===== src/rtl/axi4lite_htif_console_if.sv =====
// AXI4-Lite bus bundle (64-bit data) shared by the HTIF console and its bus master.
// aclk/aresetn travel with the bundle for the owner of the bus; the console uses its own ports.
interface axi4lite_if #(
  parameter int unsigned ALEN = 32
) ();
  logic            aclk;
  logic            aresetn;
  logic            awvalid;
  logic            awready;
  logic [ALEN-1:0] awaddr;
  logic            wvalid;
  logic            wready;
  logic [63:0]     wdata;
  logic [7:0]      wstrb;
  logic            bvalid;
  logic            bready;
  logic [1:0]      bresp;
  logic            arvalid;
  logic            arready;
  logic [ALEN-1:0] araddr;
  logic            rvalid;
  logic            rready;
  logic [63:0]     rdata;
  logic [1:0]      rresp;

  modport slave (
    input  awvalid, awaddr, wvalid, wdata, wstrb, bready, arvalid, araddr, rready,
    output awready, wready, bvalid, bresp, arready, rvalid, rdata, rresp
  );

  modport master (
    output aclk, aresetn, awvalid, awaddr, wvalid, wdata, wstrb, bready, arvalid, araddr, rready,
    input  awready, wready, bvalid, bresp, arready, rvalid, rdata, rresp
  );
endinterface


===== src/rtl/axi4lite_htif_console.sv =====
// HTIF console on an AXI4-Lite slave: tohost commands feed a TX byte FIFO, getchar drains
// an RX byte FIFO into fromhost, and an exit command latches a sticky exit code.
module axi4lite_htif_console #(
  parameter int unsigned    ALEN      = 32,
  parameter logic [ALEN-1:0] ADDR_MASK = {ALEN{1'b1}},
  parameter int unsigned    TX_DEPTH  = 16,
  parameter int unsigned    RX_DEPTH  = 16
) (
  input  logic        aclk,
  input  logic        areset,
  axi4lite_if.slave   bus,
  output logic        tx_valid,
  input  logic        tx_ready,
  output logic [7:0]  tx_data,
  input  logic        rx_valid,
  output logic        rx_ready,
  input  logic [7:0]  rx_data,
  output logic        exit_valid,
  output logic [46:0] exit_code
);

  localparam int unsigned TX_AW = $clog2(TX_DEPTH);
  localparam int unsigned TX_CW = TX_AW + 1;
  localparam int unsigned RX_AW = $clog2(RX_DEPTH);
  localparam int unsigned RX_CW = RX_AW + 1;

  localparam logic [ALEN-1:0] ADDR_TOHOST   = '0;
  localparam logic [ALEN-1:0] ADDR_FROMHOST = ALEN'(8);
  localparam logic [ALEN-1:0] ADDR_STATUS   = ALEN'(16);

  localparam logic [1:0] RESP_OKAY   = 2'b00;
  localparam logic [1:0] RESP_SLVERR = 2'b10;
  localparam logic [1:0] RESP_DECERR = 2'b11;

  typedef enum logic [1:0] {
    W_IDLE,
    W_STALL,
    W_RESP
  } wstate_t;

  wstate_t     wstate_q, wstate_d;
  logic        awready_q, awready_d;
  logic        bvalid_q, bvalid_d;
  logic [1:0]  bresp_q, bresp_d;
  logic [7:0]  pend_char_q, pend_char_d;
  logic        arready_q, arready_d;
  logic        rvalid_q, rvalid_d;
  logic [63:0] rdata_q, rdata_d;
  logic [1:0]  rresp_q, rresp_d;
  logic        exit_valid_q, exit_valid_d;
  logic [46:0] exit_code_q, exit_code_d;
  logic [63:0] fromhost_q, fromhost_d;

  logic [7:0]       tx_mem [TX_DEPTH];
  logic [TX_AW-1:0] tx_wr_ptr_q, tx_wr_ptr_d, tx_rd_ptr_q, tx_rd_ptr_d;
  logic [TX_CW-1:0] tx_count_q, tx_count_d;
  logic             tx_push, tx_pop, tx_full, tx_empty;
  logic [7:0]       tx_push_data;

  logic [7:0]       rx_mem [RX_DEPTH];
  logic [RX_AW-1:0] rx_wr_ptr_q, rx_wr_ptr_d, rx_rd_ptr_q, rx_rd_ptr_d;
  logic [RX_CW-1:0] rx_count_q, rx_count_d;
  logic             rx_push, rx_pop, rx_full, rx_empty;
  logic [7:0]       rx_head;

  logic [ALEN-1:0] w_addr, r_addr;
  logic [7:0]      w_dev, w_cmd;
  logic            aw_hs, ar_hs;
  logic [63:0]     status;

  assign tx_full  = (tx_count_q == TX_CW'(TX_DEPTH));
  assign tx_empty = (tx_count_q == '0);
  assign tx_pop   = !tx_empty && tx_ready;
  assign rx_full  = (rx_count_q == RX_CW'(RX_DEPTH));
  assign rx_empty = (rx_count_q == '0);
  assign rx_push  = rx_valid && !rx_full;
  assign rx_head  = rx_mem[rx_rd_ptr_q];

  assign w_addr = bus.awaddr & ADDR_MASK;
  assign r_addr = bus.araddr & ADDR_MASK;
  assign w_dev  = bus.wdata[63:56];
  assign w_cmd  = bus.wdata[55:48];
  assign aw_hs  = awready_q && bus.awvalid && bus.wvalid;
  assign ar_hs  = arready_q && bus.arvalid;

  always_comb begin
    tx_wr_ptr_d = tx_wr_ptr_q;
    tx_rd_ptr_d = tx_rd_ptr_q;
    tx_count_d  = tx_count_q;
    if (tx_push) tx_wr_ptr_d = tx_wr_ptr_q + TX_AW'(1);
    if (tx_pop)  tx_rd_ptr_d = tx_rd_ptr_q + TX_AW'(1);
    case ({tx_push, tx_pop})
      2'b10:   tx_count_d = tx_count_q + TX_CW'(1);
      2'b01:   tx_count_d = tx_count_q - TX_CW'(1);
      default: tx_count_d = tx_count_q;
    endcase
  end

  always_comb begin
    rx_wr_ptr_d = rx_wr_ptr_q;
    rx_rd_ptr_d = rx_rd_ptr_q;
    rx_count_d  = rx_count_q;
    if (rx_push) rx_wr_ptr_d = rx_wr_ptr_q + RX_AW'(1);
    if (rx_pop)  rx_rd_ptr_d = rx_rd_ptr_q + RX_AW'(1);
    case ({rx_push, rx_pop})
      2'b10:   rx_count_d = rx_count_q + RX_CW'(1);
      2'b01:   rx_count_d = rx_count_q - RX_CW'(1);
      default: rx_count_d = rx_count_q;
    endcase
  end

  // FIFO storage is not reset; the pointers and counts alone define the contents.
  always_ff @(posedge aclk) begin
    if (tx_push) tx_mem[tx_wr_ptr_q] <= tx_push_data;
    if (rx_push) rx_mem[rx_wr_ptr_q] <= rx_data;
  end

  always_comb begin
    wstate_d     = wstate_q;
    awready_d    = 1'b0;
    bvalid_d     = bvalid_q;
    bresp_d      = bresp_q;
    pend_char_d  = pend_char_q;
    fromhost_d   = fromhost_q;
    exit_valid_d = exit_valid_q;
    exit_code_d  = exit_code_q;
    tx_push      = 1'b0;
    tx_push_data = pend_char_q;
    rx_pop       = 1'b0;
    case (wstate_q)
      W_IDLE: begin
        if (aw_hs) begin
          wstate_d = W_RESP;
          bvalid_d = 1'b1;
          bresp_d  = RESP_OKAY;
          if (w_addr == ADDR_TOHOST) begin
            if (bus.wstrb != 8'hFF) begin
              bresp_d = RESP_SLVERR;
            end else if (w_dev == 8'd1 && w_cmd == 8'd1) begin
              // A full TX parks the character until a slot frees up.
              if (tx_full) begin
                pend_char_d = bus.wdata[7:0];
                bvalid_d    = 1'b0;
                wstate_d    = W_STALL;
              end else begin
                tx_push      = 1'b1;
                tx_push_data = bus.wdata[7:0];
              end
            end else if (w_dev == 8'd1 && w_cmd == 8'd0) begin
              if (fromhost_q != '0) begin
                bresp_d = RESP_SLVERR;
              end else if (rx_empty) begin
                fromhost_d = {8'h01, 8'h00, 48'hFFFF_FFFF_FFFF};
              end else begin
                fromhost_d = {8'h01, 8'h00, 40'h0, rx_head};
                rx_pop     = 1'b1;
              end
            end else if (w_dev == 8'd0 && w_cmd == 8'd0 && bus.wdata[0]) begin
              if (!exit_valid_q) begin
                exit_valid_d = 1'b1;
                exit_code_d  = bus.wdata[47:1];
              end
            end else begin
              bresp_d = RESP_SLVERR;
            end
          end else if (w_addr == ADDR_FROMHOST) begin
            if (bus.wstrb != 8'hFF) bresp_d = RESP_SLVERR;
            else                    fromhost_d = bus.wdata;
          end else if (w_addr == ADDR_STATUS) begin
            bresp_d = RESP_SLVERR;
          end else begin
            bresp_d = RESP_DECERR;
          end
        end else if (bus.awvalid && bus.wvalid && !awready_q) begin
          awready_d = 1'b1;
        end
      end
      W_STALL: begin
        if (!tx_full) begin
          tx_push  = 1'b1;
          bvalid_d = 1'b1;
          bresp_d  = RESP_OKAY;
          wstate_d = W_RESP;
        end
      end
      W_RESP: begin
        if (bus.bready) begin
          bvalid_d = 1'b0;
          wstate_d = W_IDLE;
        end
      end
      default: wstate_d = W_IDLE;
    endcase
  end

  always_comb begin
    status        = '0;
    status[0]     = tx_full;
    status[1]     = tx_empty;
    status[2]     = rx_empty;
    status[3]     = (fromhost_q != '0);
    status[23:8]  = 16'(tx_count_q);
    status[47:32] = 16'(rx_count_q);
  end

  // Read data is captured from current register state at the AR handshake.
  always_comb begin
    arready_d = bus.arvalid && !arready_q && (!rvalid_q || bus.rready);
    rvalid_d  = rvalid_q;
    rdata_d   = rdata_q;
    rresp_d   = rresp_q;
    if (ar_hs) begin
      rvalid_d = 1'b1;
      rresp_d  = RESP_OKAY;
      rdata_d  = '0;
      if (r_addr == ADDR_FROMHOST)      rdata_d = fromhost_q;
      else if (r_addr == ADDR_STATUS)   rdata_d = status;
      else if (r_addr != ADDR_TOHOST)   rresp_d = RESP_DECERR;
    end else if (rvalid_q && bus.rready) begin
      rvalid_d = 1'b0;
    end
  end

  always_ff @(posedge aclk or posedge areset) begin
    if (areset) begin
      wstate_q     <= W_IDLE;
      awready_q    <= 1'b0;
      bvalid_q     <= 1'b0;
      bresp_q      <= 2'b00;
      pend_char_q  <= 8'h00;
      arready_q    <= 1'b0;
      rvalid_q     <= 1'b0;
      rdata_q      <= '0;
      rresp_q      <= 2'b00;
      exit_valid_q <= 1'b0;
      exit_code_q  <= '0;
      fromhost_q   <= '0;
      tx_wr_ptr_q  <= '0;
      tx_rd_ptr_q  <= '0;
      tx_count_q   <= '0;
      rx_wr_ptr_q  <= '0;
      rx_rd_ptr_q  <= '0;
      rx_count_q   <= '0;
    end else begin
      wstate_q     <= wstate_d;
      awready_q    <= awready_d;
      bvalid_q     <= bvalid_d;
      bresp_q      <= bresp_d;
      pend_char_q  <= pend_char_d;
      arready_q    <= arready_d;
      rvalid_q     <= rvalid_d;
      rdata_q      <= rdata_d;
      rresp_q      <= rresp_d;
      exit_valid_q <= exit_valid_d;
      exit_code_q  <= exit_code_d;
      fromhost_q   <= fromhost_d;
      tx_wr_ptr_q  <= tx_wr_ptr_d;
      tx_rd_ptr_q  <= tx_rd_ptr_d;
      tx_count_q   <= tx_count_d;
      rx_wr_ptr_q  <= rx_wr_ptr_d;
      rx_rd_ptr_q  <= rx_rd_ptr_d;
      rx_count_q   <= rx_count_d;
    end
  end

  assign bus.awready = awready_q;
  assign bus.wready  = awready_q;
  assign bus.bvalid  = bvalid_q;
  assign bus.bresp   = bresp_q;
  assign bus.arready = arready_q;
  assign bus.rvalid  = rvalid_q;
  assign bus.rdata   = rdata_q;
  assign bus.rresp   = rresp_q;

  assign tx_valid   = !tx_empty;
  assign tx_data    = tx_mem[tx_rd_ptr_q];
  assign rx_ready   = !rx_full;
  assign exit_valid = exit_valid_q;
  assign exit_code  = exit_code_q;

endmodule


===== src/flat_wrapper.sv =====
// flat-port wrapper written by rule: the top's interface ports become plain ports
module axi4lite_htif_console_flat 
#(
  parameter int unsigned    ALEN      = 32,
  parameter logic [ALEN-1:0] ADDR_MASK = {ALEN{1'b1}},
  parameter int unsigned    TX_DEPTH  = 16,
  parameter int unsigned    RX_DEPTH  = 16
)
  (aclk, areset, tx_valid, tx_ready, tx_data, rx_valid, rx_ready, rx_data, exit_valid, exit_code, bus_awvalid, bus_awaddr, bus_wvalid, bus_wdata, bus_wstrb, bus_bready, bus_arvalid, bus_araddr, bus_rready, bus_awready, bus_wready, bus_bvalid, bus_bresp, bus_arready, bus_rvalid, bus_rdata, bus_rresp);
  axi4lite_if #(.ALEN(ALEN)) bus_i ();
  input  logic aclk;
  input  logic areset;
  output logic tx_valid;
  input  logic tx_ready;
  output logic [7:0] tx_data;
  input  logic rx_valid;
  output logic rx_ready;
  input  logic [7:0] rx_data;
  output logic exit_valid;
  output logic [46:0] exit_code;
  input wire logic [$bits(bus_i.awvalid)-1:0] bus_awvalid;
  input wire logic [$bits(bus_i.awaddr)-1:0] bus_awaddr;
  input wire logic [$bits(bus_i.wvalid)-1:0] bus_wvalid;
  input wire logic [$bits(bus_i.wdata)-1:0] bus_wdata;
  input wire logic [$bits(bus_i.wstrb)-1:0] bus_wstrb;
  input wire logic [$bits(bus_i.bready)-1:0] bus_bready;
  input wire logic [$bits(bus_i.arvalid)-1:0] bus_arvalid;
  input wire logic [$bits(bus_i.araddr)-1:0] bus_araddr;
  input wire logic [$bits(bus_i.rready)-1:0] bus_rready;
  output wire logic [$bits(bus_i.awready)-1:0] bus_awready;
  output wire logic [$bits(bus_i.wready)-1:0] bus_wready;
  output wire logic [$bits(bus_i.bvalid)-1:0] bus_bvalid;
  output wire logic [$bits(bus_i.bresp)-1:0] bus_bresp;
  output wire logic [$bits(bus_i.arready)-1:0] bus_arready;
  output wire logic [$bits(bus_i.rvalid)-1:0] bus_rvalid;
  output wire logic [$bits(bus_i.rdata)-1:0] bus_rdata;
  output wire logic [$bits(bus_i.rresp)-1:0] bus_rresp;
  assign bus_i.awvalid = bus_awvalid;
  assign bus_i.awaddr = bus_awaddr;
  assign bus_i.wvalid = bus_wvalid;
  assign bus_i.wdata = bus_wdata;
  assign bus_i.wstrb = bus_wstrb;
  assign bus_i.bready = bus_bready;
  assign bus_i.arvalid = bus_arvalid;
  assign bus_i.araddr = bus_araddr;
  assign bus_i.rready = bus_rready;
  assign bus_awready = bus_i.awready;
  assign bus_wready = bus_i.wready;
  assign bus_bvalid = bus_i.bvalid;
  assign bus_bresp = bus_i.bresp;
  assign bus_arready = bus_i.arready;
  assign bus_rvalid = bus_i.rvalid;
  assign bus_rdata = bus_i.rdata;
  assign bus_rresp = bus_i.rresp;
  axi4lite_htif_console #(.ALEN(ALEN), .ADDR_MASK(ADDR_MASK), .TX_DEPTH(TX_DEPTH), .RX_DEPTH(RX_DEPTH)) u_core (.aclk(aclk), .areset(areset), .bus(bus_i), .tx_valid(tx_valid), .tx_ready(tx_ready), .tx_data(tx_data), .rx_valid(rx_valid), .rx_ready(rx_ready), .rx_data(rx_data), .exit_valid(exit_valid), .exit_code(exit_code));
endmodule

===== config.mk =====
export PLATFORM = sky130hd
export DESIGN_NAME = axi4lite_htif_console_flat
export DESIGN_NICKNAME = d
export VERILOG_FILES = /design/src/rtl/axi4lite_htif_console_if.sv /design/src/rtl/axi4lite_htif_console.sv /design/src/flat_wrapper.sv
export SDC_FILE = /design/constraint.sdc
export NUM_CORES = 1
export LEC_CHECK = 0
export CORE_UTILIZATION = 49
export DETAILED_ROUTE_END_ITERATION = 10
export PLACE_DENSITY = 0.76
export RECOVER_POWER = 50
export SLEW_MARGIN = 10
export SYNTH_ARGS = -nofsm -noshare
export SYNTH_HDL_FRONTEND = slang
export SYNTH_SLANG_ARGS = --single-unit

===== constraint.sdc =====
create_clock -name aclk -period 6.4 [get_ports aclk]
set_input_delay 0.96 -clock aclk [delete_from_list [all_inputs] [get_ports aclk]]
set_output_delay 0.96 -clock aclk [all_outputs]
set_load 0.01 [all_outputs]

# Yosys cells after proc, flatten, opt, wreduce, memory -nomap -nowiden
# Memory sizes are Yosys's and may differ from the RTL's.
# Index checks and enable logic that the tools add are counted.
# totals
output_inout_bits	131
in_bits	153
register_bits	220
wordCells	165
ram_bits	256
memories	2
# op_classes
n_addsub	8
n_bitwise	4
mux	71
n_reduce_logical	41
n_eq_ne	21
# mem_list
memory	depth	width	rd	rd_clocked_by_memory_dff	wr	line	text
u_core.rx_mem	16	8	1	0	1	axi4lite_htif_console.sv:60	logic [7:0] rx_mem [RX_DEPTH];
u_core.tx_mem	16	8	1	0	1	axi4lite_htif_console.sv:54	logic [7:0] tx_mem [TX_DEPTH];
# op_table
op	count
64-bit 2-to-1 mux	8
32-bit by 4-bit equality test with 1-bit output, second input constant	2
32-bit by 5-bit equality test with 1-bit output, second input constant	2
64-bit nonzero test	1
48-bit 2-to-1 mux	1
8-bit 2-to-1 mux	6
2-bit 2-to-1 mux	20
37-bit 2-to-1 mux	1
32-bit zero test	1
32-bit nonzero test	1
1-bit 2-to-1 mux	29
5-bit case mux with 2 select lines	2
4-bit by 1-bit adder with 4-bit output, second input constant	4
8-bit by 1-bit equality test with 1-bit output, second input constant	2
8-bit zero test	2
1-bit logical AND	14
7-bit AND reduction	2
5-bit by 1-bit adder with 5-bit output, second input constant	2
5-bit equality test, second input constant	2
5-bit zero test	2
2-bit inequality test, second input constant	5
2-bit nonzero test	5
5-bit by 1-bit subtractor with 5-bit output, second input constant	2
8-bit inequality test, second input constant	1
other kinds (16)	28

# Depth between registers and ports, before layout
# Gate-level depths: netlist of run 1.
# depth
depth_word	11
ltp_mapped	16

# Worst setup path before layout of run 1
# Ideal clock, no wire load.
# synth_timing
kind	input port to flip-flop
from	in bus_awaddr[17]
to	reg u_core.tx_count_q[4]
stages	14
setup_time_ns	0.123
n_path_buf	2
slack_ns	2.422
t_arrival_ns	3.856
path_cell_list	nor4_1 -> nand4_2 -> nor4_4 -> a21oi_1 -> or2_1 -> buf_2 -> buf_6 -> ha_1 -> fa_1 -> a21o_1 -> a21oi_1 -> xor2_1 -> nor2_1 -> xnor2_1
# synth_between
elab_chain_cells	6
# synth_rtl
element	line	text
start, declared	flat_wrapper.sv:22	input wire logic [$bits(bus_i.awaddr)-1:0] bus_awaddr;
32-bit zero test (*)	axi4lite_htif_console.sv:136	if (w_addr == ADDR_TOHOST) begin
1-bit 2-to-1 mux (*)	axi4lite_htif_console.sv:136	
1-bit 2-to-1 mux (*)	axi4lite_htif_console.sv:132	if (aw_hs) begin
1-bit case mux with 2 select lines (*)	axi4lite_htif_console.sv:130	case (wstate_q)
2-bit by 1-bit equality test with 1-bit output or 2-bit equality test (tied branches)	axi4lite_htif_console.sv:92	case ({tx_push, tx_pop})
5-bit case mux with 2 select lines or 2-bit nonzero test (tied branches)	-	
end signal, assigned	axi4lite_htif_console.sv:259	tx_count_q <= tx_count_d;
end, declared	axi4lite_htif_console.sv:56	logic [TX_CW-1:0] tx_count_q, tx_count_d;
# Every way passes the cells marked *; elsewhere a longest branch is shown, timed or not.
# A chain may end at the register's enable or synchronous reset.

# Worst setup path after layout of run 1
# Same ends and word-level chain as after synthesis.

==> impl_metrics.py, run 1 <==
metrics = {
    "floorplan": {
        "io_pins": 284,
        "dieArea_um2": 41200,
        "start_util": 0.498,
        "rows": 73,
        "fp.dieW_um": 203,
        "die_h_um": 203,
        "core_area_um2": 39700,
    },
    "run": {
        "drv_cap": 2,
    },
    "clock_network": {
        "max-clock-path-buffers": 3,
        "insertion_delay_ns": 0.59,
        "cts_num_sinks": 475,
        "cts_root_buffer": "clkbuf_16",
        "htreeDepth": 2,
        "hold_buffers": 0,
        "cts_resized": 0,
        "clk_pin_slew_worst_paths_ns": 0.06,
        "cts_setup_buffers": 0,
        "cts_buffers": 47,
        "tritoncts": "done",
    },
    "timing": {
        "post-route-period-util": 0.710,
        "rsz0062_at_grt": "false",
        "hold_slack_ns": 0.457,
        "finalSetupViolCount": 0,
        "hold_viol": 0,
        "max_slew_margin": -1.06,
        "slew_viol_final": 115,
        "setup_ws_ns": 1.86,
        "fmax_mhz": 220,
        "finalSetupTns_ns": 0,
        "tightestPinTransition_ns": 3.10,
        "skew_ns": 0.0338,
        "period_needed_ns": 4.54,
    },
    "critical_path": {
        "cp.depth": 13,
        "r2r_start": "u_core.wstate_q[0]",
        "timing.rr.end": "u_core.tx_count_q[4]",
        "path_cells": "clkdlybuf4s50_1, nor4_1, nand4_2, nor4_4, a21oi_1, or2_1, ha_1, fa_1, a21o_1, a21oi_1, xor2_1, nor2_1, xnor2_1",
        "worst-r2r-cell-count": 14,
        "crit_start": "bus_awaddr[17]",
        "path_max_fanout": 19,
        "endpoint": "u_core.tx_count_q[4]",
        "worstPathArrival_ns": 5.01,
        "startpoint_type": "input port",
        "crit_path_frequent_cell": "a21oi_1",
        "worstSetupPathType": "in2reg",
        "reg2reg_slack_ns": 2.44,
        "critPathTopFamily": "simple AND/OR/NAND/NOR gates",
        "slowest_stage": "nor4_4",
        "cp-end-kind": "flip-flop",
        "cpPeakStageDelay_ns": 0.60,
        "path_buf_inv": 1,
        "cp.required_ns": 6.86,
    },
    "layout": {
        "final_cells": 2182,
        "final_common_cell": "edfxtp_1",
        "final_nets": 1798,
        "syn_to_final_growth_pct": 24.9,
        "fin_util": 0.621,
        "mostFrequentLayoutCells": "edfxtp_1 (256), dfrtp_1 (216), clkdlybuf4s50_1 (158), nand2_1 (143), dlygate4sd3_1 (125)",
        "drive_gt1_frac": 0.124,
    },
    "placement": {
        "io_buffer_count": 283,
        "dp_slack_ns": 1.36,
        "hpwl_mm": 32.7,
        "place.gp.congestion": 0.870,
        "dp_cells": 2098,
    },
    "global_route": {
        "grt_pass1_wl_mm": 74.5,
        "antenna_found_initial": 2,
        "grtUsageTotal": 0.237,
        "grt_pass1_vias": 12800,
        "grt_overflow_total": 0,
        "grt_max_degree": 166,
    },
    "synthesis": {
        "async_flop_share": 0.461,
        "syn-cell-area_um2": 19800,
        "ys_seq_area_frac": 0.666,
        "yosysWarnings": 0,
        "syn_avg_cell_area_um2": 14.6,
        "synth.ff_latch_count": 475,
        "syn-num-nets": 1533,
        "synth_cells": 1357,
        "synth_cell_type_count": 59,
        "ys.flop_type": "edfxtp_1",
        "synth_edf_count": 256,
    },
    "hold_path": {
        "worstHoldPathCells": 2,
        "hp-class": "reg2reg",
    },
    "routing": {
        "detail_route.wirelength_mm": 48.4,
        "drtIter0Drc": 1051,
        "drt_first_pass_iters": 5,
        "vias": 12800,
        "via_per_inst": 5.85,
        "ant_nets": 0,
        "drc_errors": 0,
        "wl_per_cell_um": 22.2,
    },
    "status": {
        "violations": "max-capacitance violations, max-slew violations",
        "status": "finished with violations",
    },
    "power": {
        "vdd_drop_max_uv": 243,
        "p_leak_nw": 9.62,
        "powerDensity_nw_per_um2": 300,
    },
}
==> worst reg2reg max path, stage by stage (launching register included) <==
cell	delay, ns
dfrtp_1	0.40
inv_1	0.09
ha_1	0.32
nand4_1	0.13
buf_4	0.19
nor4_4	0.40
a21oi_1	0.18
or2_1	0.54
ha_1	0.43
fa_1	0.45
a21o_1	0.20
a21oi_1	0.18
xor2_1	0.16
nor2_1	0.06
xnor2_1	0.13
==> state kept, by name (all words and copies together), names as in the netlist <==
| register | flops |
|---|---|
| u_core.exit_valid | 1 |
| u_core.tx_mem | 128 |
| u_core.exit_code | 47 |
| u_core.pend_char_q | 8 |
| u_core.bus.rresp | 1 |
| u_core.tx_rd_ptr_q | 4 |
| u_core.bus.awready | 1 |
| u_core.rx_rd_ptr_q | 4 |
| u_core.rx_mem | 128 |
| u_core.rx_count_q | 5 |
| u_core.rx_wr_ptr_q | 4 |
| u_core.bus.rvalid | 1 |
| u_core.tx_wr_ptr_q | 4 |
| u_core.fromhost_q | 64 |
| u_core.tx_count_q | 5 |
| u_core.bus.arready | 1 |
| u_core.bus.bresp | 2 |
| u_core.bus.bvalid | 1 |
| u_core.bus.rdata | 64 |
| u_core.wstate_q | 2 |
==> area by class of cell <==
cell class,count,area [um^2]
fillers,2865,15000
flip-flops and latches,475,13200
multi-input cells,773,6150
repair buffers,306,3000
clock buffers,57,1280
well taps,525,657
clock inverters,25,349
inverters,19,72.6
diodes,2,5.00
==> cells by family (layout without fill, tap and decap cells) <==
family          count (synthesis)  count (layout)  share of synthesized area
flops                         475             475                      0.666
other cells                     0               2                          0
compound gates                200             200                     0.0727
xor+xnor                       22              22                    0.00975
mux                           150             150                      0.115
buf+inv                       109             407                     0.0242
simple gates                  378             378                     0.0966
fa+ha+maj                      23              23                     0.0153
==> where the power goes <==
| part | internal, mW | switching (mW) |
|---|---|---|
| Clock | 1.74 | 1.15 |
| Combinational | 0.471 | 0.467 |
| Sequential | 3.39 | 0.190 |
==> Yosys cell counts, types with 5 or more instances <==
cell,number,area share
mux2i_1,32,0.016
xnor2_1,12,0.0053
nor4_2,8,0.0051
nor2_1,61,0.012
buf_6,5,0.0028
edfxtp_1,256,0.39
o211ai_1,6,0.0023
a21oi_1,11,0.0028
mux2_2,24,0.014
nand4_1,12,0.0038
nor3_2,6,0.0030
mux2_1,38,0.022
inv_1,18,0.0034
o31ai_1,5,0.0019
nor3_1,18,0.0046
nand3_1,60,0.015
a2bb2oi_1,41,0.018
mux4_2,56,0.064
nand2_1,144,0.027
nand2b_1,5,0.0016
buf_2,11,0.0028
buf_1,15,0.0028
buf_4,5,0.0019
ha_1,21,0.013
o21ai_0,63,0.016
dfrtp_1,219,0.28
a22oi_1,9,0.0034
clkbuf_1,54,0.010
xor2_1,10,0.0044
a221oi_1,28,0.012
nor4_1,33,0.010
a22o_1,19,0.0084
==> per-layer routing <==
| metal | part of all wire | global-route usage | vias up |
|---|---|---|---|
| met2 | 0.49 | 0.392 | 560 |
| li1 | - | - | 5705 |
| met5 | 0 | 0 | - |
| met1 | 0.41 | 0.315 | 6399 |
| met4 | 0.036 | 0.101 | 0 |
| met3 | 0.065 | 0.0345 | 101 |
==> through the flow <==
stage,instance area [um^2],total power [mW]
global placement,23100,4.55
detailed placement,23100,4.59
finish,24700,7.41
floorplan,19800,4.18
global route,24700,7.67
CTS,24700,7.48
==> worst min-delay path by stage <==
stage,startpoint,endpoint,slack (ns)
final,u_core.bus.rdata[27],u_core.bus.rdata[27],0.46
after global routing,u_core.bus.rdata[5],u_core.bus.rdata[5],0.48
after CTS,u_core.bus.rdata[27],u_core.bus.rdata[27],0.47
after detailed placement,u_core.bus.rdata[27],u_core.bus.rdata[27],0.45
after global placement,u_core.bus.rdata[47],u_core.bus.rdata[47],0.45
after floorplan,u_core.pend_char_q[0],u_core.pend_char_q[0],0.45
Power figures use the tool's default switching activity.
==> run 2: changes to the inputs <==
Settings changed: CORE_UTILIZATION 49 to 55, PLACE_DENSITY 0.76 to 0.8.
Clock period 6.4 ns to 4.76 ns, I/O delays scaled along.
==> impl_metrics.py, run 2 (same netlist as run 1, synthesis figures left out) <==
metrics = {
    "timing": {
        "max_slew_margin": -0.796,
        "finalSetupTns_ns": 0,
        "post-route-period-util": 0.839,
        "period_needed_ns": 3.99,
        "skew_ns": 0.0207,
        "setup_ws_ns": 0.766,
        "finalSetupViolCount": 0,
        "hold_viol": 0,
        "slew_viol_final": 85,
        "fmax_mhz": 250,
        "hold_slack_ns": 0.462,
        "rsz0062_at_grt": "false",
        "tightestPinTransition_ns": 2.69,
    },
    "layout": {
        "syn_to_final_growth_pct": 24.4,
        "reg.largest.list": "u_core.rx_mem: 128 flops, u_core.tx_mem: 128 flops",
        "fill_cells": 2306,
        "fin_util": 0.693,
        "final_nets": 1820,
        "mostFrequentLayoutCells": "edfxtp_1 (256), dfrtp_1 (216), clkdlybuf4s50_1 (152), nand2_1 (143), dlygate4sd3_1 (131)",
        "regArea_um2": 13200,
        "final_common_cell": "edfxtp_1",
        "drive_gt1_frac": 0.130,
        "final_cells": 2143,
        "multi_input_area_um2": 6130,
    },
    "critical_path": {
        "r2r_start": "u_core.bus.arready",
        "worst-r2r-cell-count": 4,
        "worstPathArrival_ns": 4.51,
        "worstSetupPathType": "in2reg",
        "path_buf_inv": 2,
        "timing.rr.end": "u_core.bus.rdata[6]",
        "startpoint_type": "input port",
        "path_cells": "dlygate4sd3_1, and2_0, clkbuf_1, nand3_1, nand2_1",
        "cp.required_ns": 5.27,
        "path_max_fanout": 46,
        "critPathTopFamily": "simple AND/OR/NAND/NOR gates",
        "reg2reg_slack_ns": 1.07,
        "cp-end-kind": "flip-flop",
        "slowest_stage": "and2_0",
        "cpPeakStageDelay_ns": 1.98,
    },
    "floorplan": {
        "rows": 69,
        "dieArea_um2": 36700,
        "start_util": 0.557,
        "fp.dieW_um": 192,
        "io_pins": 284,
        "die_h_um": 192,
        "core_area_um2": 35500,
    },
    "clock_network": {
        "cts_resized": 0,
        "cts_num_sinks": 475,
        "max-clock-path-buffers": 3,
        "hold_buffers": 0,
        "cts_buffers": 49,
        "cts_setup_buffers": 0,
        "cts_root_buffer": "clkbuf_16",
        "clk_pin_slew_worst_paths_ns": 0.06,
        "htreeDepth": 2,
        "tritoncts": "done",
        "insertion_delay_ns": 0.60,
    },
    "global_route": {
        "grtUsageTotal": 0.272,
        "grt_overflow_total": 0,
        "grt_pass1_wl_mm": 74.2,
        "antenna_found_initial": 3,
        "grt_pass1_vias": 12700,
        "grt_max_degree": 102,
    },
    "power": {
        "powerDensity_nw_per_um2": 394,
        "clkPwrFrac": 0.371,
        "swShare": 0.254,
        "p_leak_nw": 9.66,
        "cell_internal_pwr_mw": 7.23,
        "combPwrFrac": 0.127,
        "p_seq_frac": 0.502,
        "vdd_drop_max_uv": 383,
        "power_switching_mw": 2.46,
    },
    "status": {
        "status": "finished with violations",
        "violations": "max-capacitance violations, max-slew violations",
    },
    "routing": {
        "ant_nets": 0,
        "drt_first_pass_iters": 5,
        "wl_per_cell_um": 23.2,
        "drtIter0Drc": 1066,
        "via_per_inst": 6.08,
        "vias": 13000,
        "detail_route.wirelength_mm": 49.8,
        "drc_errors": 0,
    },
    "placement": {
        "dp_slack_ns": 0.466,
        "io_buffer_count": 283,
        "hpwl_mm": 34.1,
        "place.gp.congestion": 0.840,
        "dp_cells": 2054,
    },
    "hold_path": {
        "hp-class": "reg2reg",
        "min-delay-start": "u_core.bus.rdata[41]",
        "holdPathEnd": "u_core.bus.rdata[41]",
        "worstHoldPathCells": 2,
    },
    "run": {
        "drv_cap": 2,
    },
}
## run 2: cell types whose count changed in the layout (fill, tap and decap cells not counted), moves of 2 or more
cell,before,now
nand4_2,3,1
bufinv_16,8,1
clkbuf_1,10,18
clkdlybuf4s50_1,158,152
clkbuf_8,2,5
nand4_1,12,14
dlygate4sd3_1,125,131
clkinv_2,5,8
buf_4,18,36
## run 2: power groups by stage
stage / Clock, mW / Combinational [mW] / Sequential (mW)
global route: 3.79 / 1.33 / 4.89
finish: 3.60 / 1.23 / 4.86
floorplan: 0 / 0.872 / 4.75
global placement: 0 / 1.21 / 4.92
detailed placement: 0 / 1.26 / 4.94
CTS: 3.63 / 1.26 / 4.86
## run 2: worst max path at each step
stage	from	to	slack [ns]	cells past startpoint
after floorplan	bus_awaddr[17]	u_core.tx_count_q[4]	1.03	14
after global placement	bus_awaddr[17]	u_core.tx_count_q[4]	0.58	13
after detailed placement	bus_awaddr[26]	u_core.tx_count_q[4]	0.47	13
after CTS	u_core.tx_rd_ptr_q[0]	tx_data[4]	0.71	4
after global routing	bus_arvalid	u_core.bus.rdata[6]	0.58	5
final	bus_arvalid	u_core.bus.rdata[6]	0.77	5
## run 2: cell type report
class	instances	area share
inverters	19	0.00295
flip-flops and latches	475	0.535
clock buffers	67	0.0546
clock inverters	21	0.00585
well taps	461	0.0234
repair buffers	326	0.129
diodes	1	0.000102
multi-input cells	773	0.249
## run 2: per-layer routing
| layer | GRT usage | vias up | wire (um) |
|---|---|---|---|
| li1 | - | 5758 | - |
| met1 | 0.380 | 6613 | 20200 |
| met2 | 0.432 | 557 | 24400 |
| met3 | 0.0473 | 99 | 3520 |
| met4 | 0.0971 | 0 | 1620 |
| met5 | 0 | - | 0 |
## run 2: worst min-delay path, cell delays in order (launching register included)
cell and delay [ns]:
dfrtp_1 0.34, nand2_1 0.05, nand2_1 0.04
## run 2: per-stage QoR
stage | total power, mW | area [um^2]
after floorplan | 5.62 | 19800
after global placement | 6.13 | 23100
after detailed placement | 6.20 | 23100
after CTS | 9.76 | 24600
after global routing | 10.0 | 24600
final | 9.69 | 24600
